===== config.mk =====
export PLATFORM = sky130hd
export DESIGN_NAME = bip_core
export DESIGN_NICKNAME = d
export VERILOG_FILES = /design/src/rtl/bip_core.sv
export SDC_FILE = /design/constraint.sdc
export NUM_CORES = 1
export LEC_CHECK = 0
export CORE_UTILIZATION = 53
export CTS_BUF_LIST = sky130_fd_sc_hd__clkbuf_8
export DETAILED_ROUTE_END_ITERATION = 7
export PLACE_DENSITY = 0.84
export SETUP_SLACK_MARGIN = 0.1
export SLEW_MARGIN = 20
export SYNTH_ARGS = -nofsm -noshare
export SYNTH_HDL_FRONTEND = slang
export SYNTH_SLANG_ARGS = --single-unit

===== constraint.sdc =====
create_clock -name i_clock -period 5.2 [get_ports i_clock]
set_clock_uncertainty 0.1 [all_clocks]
set_input_delay 1.04 -clock i_clock [delete_from_list [all_inputs] [get_ports i_clock]]
set_output_delay 1.04 -clock i_clock [all_outputs]
set_load 0.01 [all_outputs]

===== src/rtl/bip_core.sv =====
// bip_core: single-cycle accumulator processor (Basic Instruction Processor).
//
// One instruction per RUN cycle is read from an asynchronous ROM at the PC;
// the operand field doubles as the RAM address. An IDLE/RUN/HALT controller
// gates execution: i_start leaves IDLE or HALT (a HALT restart zeroes the PC
// and keeps the ACC).
//
// Optional feature: define BIP_LOGIC_OPS_EN to enable opcodes 12-19
// (AND, ANDI, OR, ORI, XOR, XORI, SLL, SRL). Undefined, they execute as NOP.
//
// Ports:
//   i_clock     sole clock, rising edge
//   i_reset     synchronous active-low reset
//   i_start     level start/restart request
//   i_Data_rom  instruction at o_Addr_rom (combinational ROM)
//   i_Data_ram  RAM read data at o_Addr_ram (combinational)
//   o_Addr_rom  program counter
//   o_Addr_ram  operand field of the current instruction
//   o_Data_ram  accumulator, RAM write data
//   Wr / Rd     RAM write / read strobes
//   o_halted    high in HALT
//   o_icount    saturating retired-instruction counter
module bip_core #(
  parameter int unsigned BITS   = 16,
  parameter int unsigned OPBITS = 5,
  parameter int unsigned DTBITS = BITS - OPBITS
) (
  input  logic              i_clock,
  input  logic              i_reset,
  input  logic              i_start,
  input  logic [BITS-1:0]   i_Data_rom,
  input  logic [BITS-1:0]   i_Data_ram,
  output logic [DTBITS-1:0] o_Addr_rom,
  output logic [DTBITS-1:0] o_Addr_ram,
  output logic [BITS-1:0]   o_Data_ram,
  output logic              Wr,
  output logic              Rd,
  output logic              o_halted,
  output logic [BITS-1:0]   o_icount
);

  localparam logic [1:0] S_IDLE = 2'd0;
  localparam logic [1:0] S_RUN  = 2'd1;
  localparam logic [1:0] S_HALT = 2'd2;

  localparam logic [OPBITS-1:0] OP_HLT  = OPBITS'(0);
  localparam logic [OPBITS-1:0] OP_STO  = OPBITS'(1);
  localparam logic [OPBITS-1:0] OP_LD   = OPBITS'(2);
  localparam logic [OPBITS-1:0] OP_LDI  = OPBITS'(3);
  localparam logic [OPBITS-1:0] OP_ADD  = OPBITS'(4);
  localparam logic [OPBITS-1:0] OP_ADDI = OPBITS'(5);
  localparam logic [OPBITS-1:0] OP_SUB  = OPBITS'(6);
  localparam logic [OPBITS-1:0] OP_SUBI = OPBITS'(7);
  localparam logic [OPBITS-1:0] OP_JMP  = OPBITS'(8);
  localparam logic [OPBITS-1:0] OP_BEQ  = OPBITS'(9);
  localparam logic [OPBITS-1:0] OP_BNE  = OPBITS'(10);
  localparam logic [OPBITS-1:0] OP_BLT  = OPBITS'(11);
`ifdef BIP_LOGIC_OPS_EN
  localparam logic [OPBITS-1:0] OP_AND  = OPBITS'(12);
  localparam logic [OPBITS-1:0] OP_ANDI = OPBITS'(13);
  localparam logic [OPBITS-1:0] OP_OR   = OPBITS'(14);
  localparam logic [OPBITS-1:0] OP_ORI  = OPBITS'(15);
  localparam logic [OPBITS-1:0] OP_XOR  = OPBITS'(16);
  localparam logic [OPBITS-1:0] OP_XORI = OPBITS'(17);
  localparam logic [OPBITS-1:0] OP_SLL  = OPBITS'(18);
  localparam logic [OPBITS-1:0] OP_SRL  = OPBITS'(19);
`endif

  logic [1:0]        r_state;
  logic [DTBITS-1:0] r_pc;
  logic [BITS-1:0]   r_acc;
  logic [BITS-1:0]   r_icount;

  logic [OPBITS-1:0] w_op;
  logic [DTBITS-1:0] w_opnd;
  logic [BITS-1:0]   w_simm;
  logic [BITS-1:0]   w_acc_nxt;
  logic [DTBITS-1:0] w_pc_nxt;
  logic              w_wr;
  logic              w_rd;
  logic              w_run;
`ifdef BIP_LOGIC_OPS_EN
  logic [BITS-1:0]   w_zimm;
`endif

  assign w_op   = i_Data_rom[BITS-1 -: OPBITS];
  assign w_opnd = i_Data_rom[DTBITS-1:0];
  assign w_simm = {{(BITS-DTBITS){w_opnd[DTBITS-1]}}, w_opnd};
`ifdef BIP_LOGIC_OPS_EN
  assign w_zimm = {{(BITS-DTBITS){1'b0}}, w_opnd};
`endif

  // Strobes are qualified by reset so an instruction caught by reset never writes RAM.
  assign w_run      = i_reset && (r_state == S_RUN);
  assign Wr         = w_run && w_wr;
  assign Rd         = w_run && w_rd;
  assign o_Addr_rom = r_pc;
  assign o_Addr_ram = w_opnd;
  assign o_Data_ram = r_acc;
  assign o_halted   = (r_state == S_HALT);
  assign o_icount   = r_icount;

  always_comb begin
    w_acc_nxt = r_acc;
    w_pc_nxt  = r_pc + DTBITS'(1);
    w_wr      = 1'b0;
    w_rd      = 1'b0;
    case (w_op)
      OP_HLT:  w_pc_nxt = r_pc;
      OP_STO:  w_wr = 1'b1;
      OP_LD:   begin w_rd = 1'b1; w_acc_nxt = i_Data_ram; end
      OP_LDI:  w_acc_nxt = w_simm;
      OP_ADD:  begin w_rd = 1'b1; w_acc_nxt = r_acc + i_Data_ram; end
      OP_ADDI: w_acc_nxt = r_acc + w_simm;
      OP_SUB:  begin w_rd = 1'b1; w_acc_nxt = r_acc - i_Data_ram; end
      OP_SUBI: w_acc_nxt = r_acc - w_simm;
      OP_JMP:  w_pc_nxt = w_opnd;
      OP_BEQ:  if (r_acc == '0) w_pc_nxt = w_opnd;
      OP_BNE:  if (r_acc != '0) w_pc_nxt = w_opnd;
      OP_BLT:  if (r_acc[BITS-1]) w_pc_nxt = w_opnd;
`ifdef BIP_LOGIC_OPS_EN
      OP_AND:  begin w_rd = 1'b1; w_acc_nxt = r_acc & i_Data_ram; end
      OP_ANDI: w_acc_nxt = r_acc & w_zimm;
      OP_OR:   begin w_rd = 1'b1; w_acc_nxt = r_acc | i_Data_ram; end
      OP_ORI:  w_acc_nxt = r_acc | w_zimm;
      OP_XOR:  begin w_rd = 1'b1; w_acc_nxt = r_acc ^ i_Data_ram; end
      OP_XORI: w_acc_nxt = r_acc ^ w_zimm;
      OP_SLL:  w_acc_nxt = r_acc << w_opnd[3:0];
      OP_SRL:  w_acc_nxt = r_acc >> w_opnd[3:0];
`endif
      default: ; // undefined opcodes retire as NOP
    endcase
  end

  always_ff @(posedge i_clock) begin
    if (!i_reset) begin
      r_state  <= S_IDLE;
      r_pc     <= '0;
      r_acc    <= '0;
      r_icount <= '0;
    end else begin
      case (r_state)
        S_IDLE: if (i_start) r_state <= S_RUN;
        S_RUN: begin
          r_acc <= w_acc_nxt;
          r_pc  <= w_pc_nxt;
          if (r_icount != '1) r_icount <= r_icount + BITS'(1);
          if (w_op == OP_HLT) r_state <= S_HALT;
        end
        S_HALT: begin
          if (i_start) begin
            r_state <= S_RUN;
            r_pc    <= '0;
          end
        end
        default: r_state <= S_IDLE;
      endcase
    end
  end

endmodule


Yosys cells after proc, flatten, opt, wreduce, memory -nomap -nowiden
Cells that the tools add are included.
Cells by class
  add/subtract/negate cells: 6
  eq/ne operators: 18
  muxes and demuxes: 12
  reduce and logical (&&, ||, !) cells: 15
Operators by type and width (number)
  one-hot mux 16 bit (6 select lines): 1
  one-hot mux 11 bit (5 select lines): 1
  2-to-1 mux 11 bit: 4
  adder 16 bit: 2
  subtractor 16 bit: 2
  one-hot mux 11 bit (2 select lines): 1
  == test 5 x 3 -> 1 bit, second input constant: 4
  == test 5 x 4 -> 1 bit, second input constant: 4
  adder 16 x 1 -> 16 bit, second input constant: 1
  logical NOT 16 bit: 1
  inequality test 16 bit, second input constant: 1
  nonzero test 16 bit: 1
  adder 11 x 1 -> 11 bit, second input constant: 1
  == test 5 x 2 -> 1 bit, second input constant: 2
  AND reduction 2 bit: 3
  nonzero test 6 bit: 1
  == test 5 x 1 -> 1 bit, second input constant: 1
  logical NOT 5 bit: 1
  2-to-1 mux 2 bit: 2
  inequality test 2 x 1 -> 1 bit, second input constant: 2
  inequality test 2 bit, second input constant: 2
  one-hot mux 2 bit (2 select lines): 1
  logical AND 1 bit: 3
  AND reduction 3 bit: 1
  other kinds (7): 8
Word-level totals
  register bits after elaboration: 45
  input port bits: 35
  output and inout port bits: 57
  logic and storage cells: 55

Longest topological paths before layout
Gate-level depths: netlist (run 1).
  depth after elaboration: 4
  depth in mapped cells: 17
  depth with buffers taken out: 17

Least setup slack after synthesis (run 1)
OpenSTA, ideal clock, no wires.
  path kind: input -> register
  from: input port i_Data_rom[2]
  to: register r_acc[15], in the netlist o_Data_ram[15]
  setup time: 135 ps
  arrival time: 3884 ps
  data required time: 4965 ps
  slack: 1081 ps
  stages: 16
  buffers on the path: 1
  cell sequence: clkbuf_1 -> nor4_2 -> nand3b_1 -> nor4_1 -> o21ai_0 -> a211oi_1 -> a21oi_1 -> a21oi_1 -> ha_1 -> a21oi_1 -> o21ai_0 -> o41a_1 -> a21oi_1 -> xnor2_1 -> mux2i_1 -> a211oi_1
On the way
  word-level cells in the longest chain between the ends: 2
  elaborated cells between the ends (all ways): 3
  classes of those cells: add/sub: 2; mux: 1
RTL lines
  start: declaration: RTL line 31  | input logic [BITS-1:0] i_Data_rom,
  subtractor 16 bit / adder 16 bit (equally long branches): RTL line 116, 114
  one-hot mux 16 bit (6 select lines) *: RTL line 108  | case (w_op)
  end signal: assignment: RTL line 145  | r_acc <= w_acc_nxt;
  end: declaration: RTL line 71  | logic [BITS-1:0] r_acc;
Every way passes the cells marked *; elsewhere a longest branch is shown, timed or not.
A chain may end at the register's enable or synchronous reset.

Worst setup path in the final report (run 1)
  from: input port i_Data_rom[4]
  to: register r_acc[15], in the netlist o_Data_ram[15]
The elaborated chain is that of the path after synthesis.

==> impl_metrics.csv, run 1 <==
group,metric,value,unit
outcome,status,"finished clean",
place,placedCellCount,711,
global_route,grt_max_degree,46,
finish,drive_gt1_frac,0.0629,
worst_hold_path,hold_class,"flop to flop",
finish,fin_util,0.705,
routing,top_layer,"met4",
sta,fin_crit,4.60,ns
floorplanning,die_x,89.5,um
worst_setup_path,crit_path_max_incr_delay,0.54,ns
job,drv_cap,0,
logic_synthesis,synthArstFlopShare,0,
logic_synthesis,synth-seq-cells,45,
place,hpwl,8.84,mm
worst_setup_path,cp_max_fo,6,
logic_synthesis,synth_ff_type,"dfxtp_1",
sta,slew_viol_final,0,
cts,cts_tree,"yes",
logic_synthesis,syn-num-nets,594,
finish,final_common_cell,"clkdlybuf4s50_1",
routing,route.met2.wl,5.43,mm
power_and_ir_drop,p_leak,2.03,nW
sta,worst_slew_margin_rel,0.503,
worst_setup_path,slowest_stage,"clkdlybuf4s50_1",
logic_synthesis,syn_avg_cell_area,7.55,um^2
floorplanning,die_y,89.5,um
logic_synthesis,yosys_warnings,0,
routing,vias_per_cell,6.11,
worst_setup_path,path_common_cell,"a21oi_1",
logic_synthesis,yosysUniqueCellTypes,60,
cts,hold_buffers,0,
global_route,first_global_vias,3929,
global_route,antenna_found_initial,0,
global_route,grt.total_usage,0.301,
global_route,grt_pass1_wl,18.8,mm
power_and_ir_drop,power_density,178,nW/um^2
worst_setup_path,end_kind,"flop",
cts,ctsResizeCount,0,
finish,area_growth,27.3,%
routing,first_iter_violations,382,
logic_synthesis,synth_edf_count,0,
finish,insertedDiodeCount,0,
power_and_ir_drop,swShare,0.320,
cts,clockBufferDepth,2,
sta,hold_slack,0.390,ns
routing,vias,4393,
worst_setup_path,path_cells,"clkdlybuf4s50_1 > nor4_2 > nand3b_1 > nor4_1 > inv_1 > a21oi_1 > o21ai_0 > a21oi_1 > ha_1 > a21oi_1 > nor2b_1 > o41a_1 > a21oi_1 > xnor2_1 > mux2i_1 > a211oi_1",
cts,worstSkewPairLatency,0.31,ns
floorplanning,rows,31,
logic_synthesis,synth_cells,538,
logic_synthesis,synth_area,4060,um^2
global_route,gr-total-overflow,0,
power_and_ir_drop,switchingPower,294,uW
routing,met1_length,5.19,mm
cts,cts-root-buf,"clkbuf_8",
floorplanning,io_pins,92,
finish,finalNetCount,675,
worst_setup_path,critPathLaunchType,"primary input",
floorplanning,core,7330,um^2
power_and_ir_drop,vdd_ir_drop_max,0.0000948,V
finish,final_cell_count_no_fill,719,
worst_setup_path,cp_data_required_time,5.28,ns
cts,cts.sinks,45,
cts,clk_pin_slew_worst_paths,0.09,ns
routing,routed_wl,11.6,mm
place,port_buffers,91,
floorplanning,initial_core_util,0.554,
worst_setup_path,crit_family,"compound AO/OA/AOI/OAI gates",
power_and_ir_drop,p_comb_frac,0.302,
routing,ant_nets,0,
routing,drc,0,
finish,n_fill_cell,591,
worst_setup_path,critical_path_class,"primary input to flop",
logic_synthesis,seq_area_frac_synth,0.222,
cts,htree_levels,2,
worst_setup_path,path_buf_inv,2,
cts,cts_setup_buffers,0,
floorplanning,dieArea,8020,um^2
sta,rsz0062_at_grt,"false",
routing,drtPass1Iterations,5,
cts,cts_buffers,5,
sta,worstMarginPinSlew,0.741,ns
sta,setup_viol,0,
worst_setup_path,cp.arrival,4.69,ns
routing,wl_per_cell,16.2,um
routing,wl_met3,830,um
power_and_ir_drop,power_frac_seq,0.397,
finish,final_cell_mix,"clkdlybuf4s50_1, nand2_1, dfxtp_1, o21ai_0, a21oi_1",
power_and_ir_drop,internal_power,626,uW
power_and_ir_drop,clockPowerShare,0.302,
sta,period_share,0.885,
sta,finalHoldViolCount,0,
place,gp_congestion,0.992,
sta,timing.fmax,217,MHz
sta,final.setup.tns,0,ns
sequential cells by signal, indices dropped and copies added (netlist names):
name	flops
o_icount	16
o_Addr_rom	11
o_Data_ram	16
r_state	2
final cells by class:
type                            count  area [um^2]  share of cell area
Multi-Input combinational cell    444         2940               0.568
Timing Repair Buffer              108         1040               0.201
Clock inverter                      3         46.3             0.00895
Clock buffer                        5         68.8              0.0133
Sequential cell                    45          901               0.174
Inverter                           15         56.3              0.0109
Tap cell                           99          124              0.0240
metrics by stage:
| stage | setup slack (ns) | cell area [um^2] | total power, mW |
|---|---|---|---|
| CTS | 0.695 | 5170 | 0.918 |
| floorplan | 1.08 | 4060 | 0.538 |
| finish | 0.598 | 5170 | 0.920 |
| global route | 0.259 | 5170 | 0.966 |
| detailed placement | 0.366 | 5050 | 0.644 |
| global placement | 0.423 | 5050 | 0.638 |
power groups by stage:
stage	sequential [mW]	combinational, mW	clock (mW)
after floorplan	0.373	0.165	0
after global placement	0.372	0.266	0
after detailed placement	0.372	0.271	0
after CTS	0.364	0.273	0.280
after global routing	0.366	0.303	0.297
final	0.365	0.278	0.278
synthesized netlist by cell type (8+ instances only):
| master | number | share of area |
|---|---|---|
| and2_1 | 26 | 0.040 |
| o21ai_0 | 41 | 0.051 |
| ha_1 | 20 | 0.062 |
| xor2_1 | 16 | 0.035 |
| clkbuf_1 | 18 | 0.017 |
| nand2b_1 | 8 | 0.012 |
| a21oi_1 | 41 | 0.051 |
| xnor2_1 | 25 | 0.054 |
| a221oi_1 | 11 | 0.024 |
| nor3_1 | 10 | 0.012 |
| dfxtp_1 | 45 | 0.22 |
| a31oi_1 | 9 | 0.014 |
| nor4_1 | 11 | 0.017 |
| nand3_1 | 16 | 0.020 |
| nand2_1 | 55 | 0.051 |
| nor2_1 | 36 | 0.033 |
| inv_1 | 15 | 0.014 |
| buf_4 | 11 | 0.020 |
| mux2i_1 | 17 | 0.042 |
| nor2b_1 | 9 | 0.014 |
cell families after synthesis:
kind of cell	synth area share
and+or+nand+nor	0.270
xor gates and xnor gates	0.0884
muxes	0.0474
adders and majority gates	0.0665
AOI/OAI and AO/OA	0.250
buffers and inverters	0.0567
DFF	0.222
path summary, 6_finish.rpt:
kind | from | to | slack (ns) | depth (start not counted)
min reg2reg | o_Addr_rom[10] | o_Addr_rom[10] | 0.39 | 1
min | o_Addr_rom[10] | o_Addr_rom[10] | 0.39 | 1
max reg2reg | o_Data_ram[1] | o_Addr_rom[7] | 2.47 | 7
max | i_Data_rom[4] | o_Data_ram[15] | 0.60 | 16
metal layers:
| metal | vias up | GRT usage |
|---|---|---|
| met5 | - | 0 |
| met4 | 0 | 0.0909 |
| met3 | 21 | 0.0499 |
| met2 | 182 | 0.499 |
| met1 | 2059 | 0.399 |
| li1 | 2131 | - |
(Power assumes the default switching activity.)
==> run 2: changes to the inputs <==
- CTS_CLUSTER_SIZE: unset -> 30
==> results of run 2 <==
The final DEF is identical to that of run 1; final timing and power are the same.
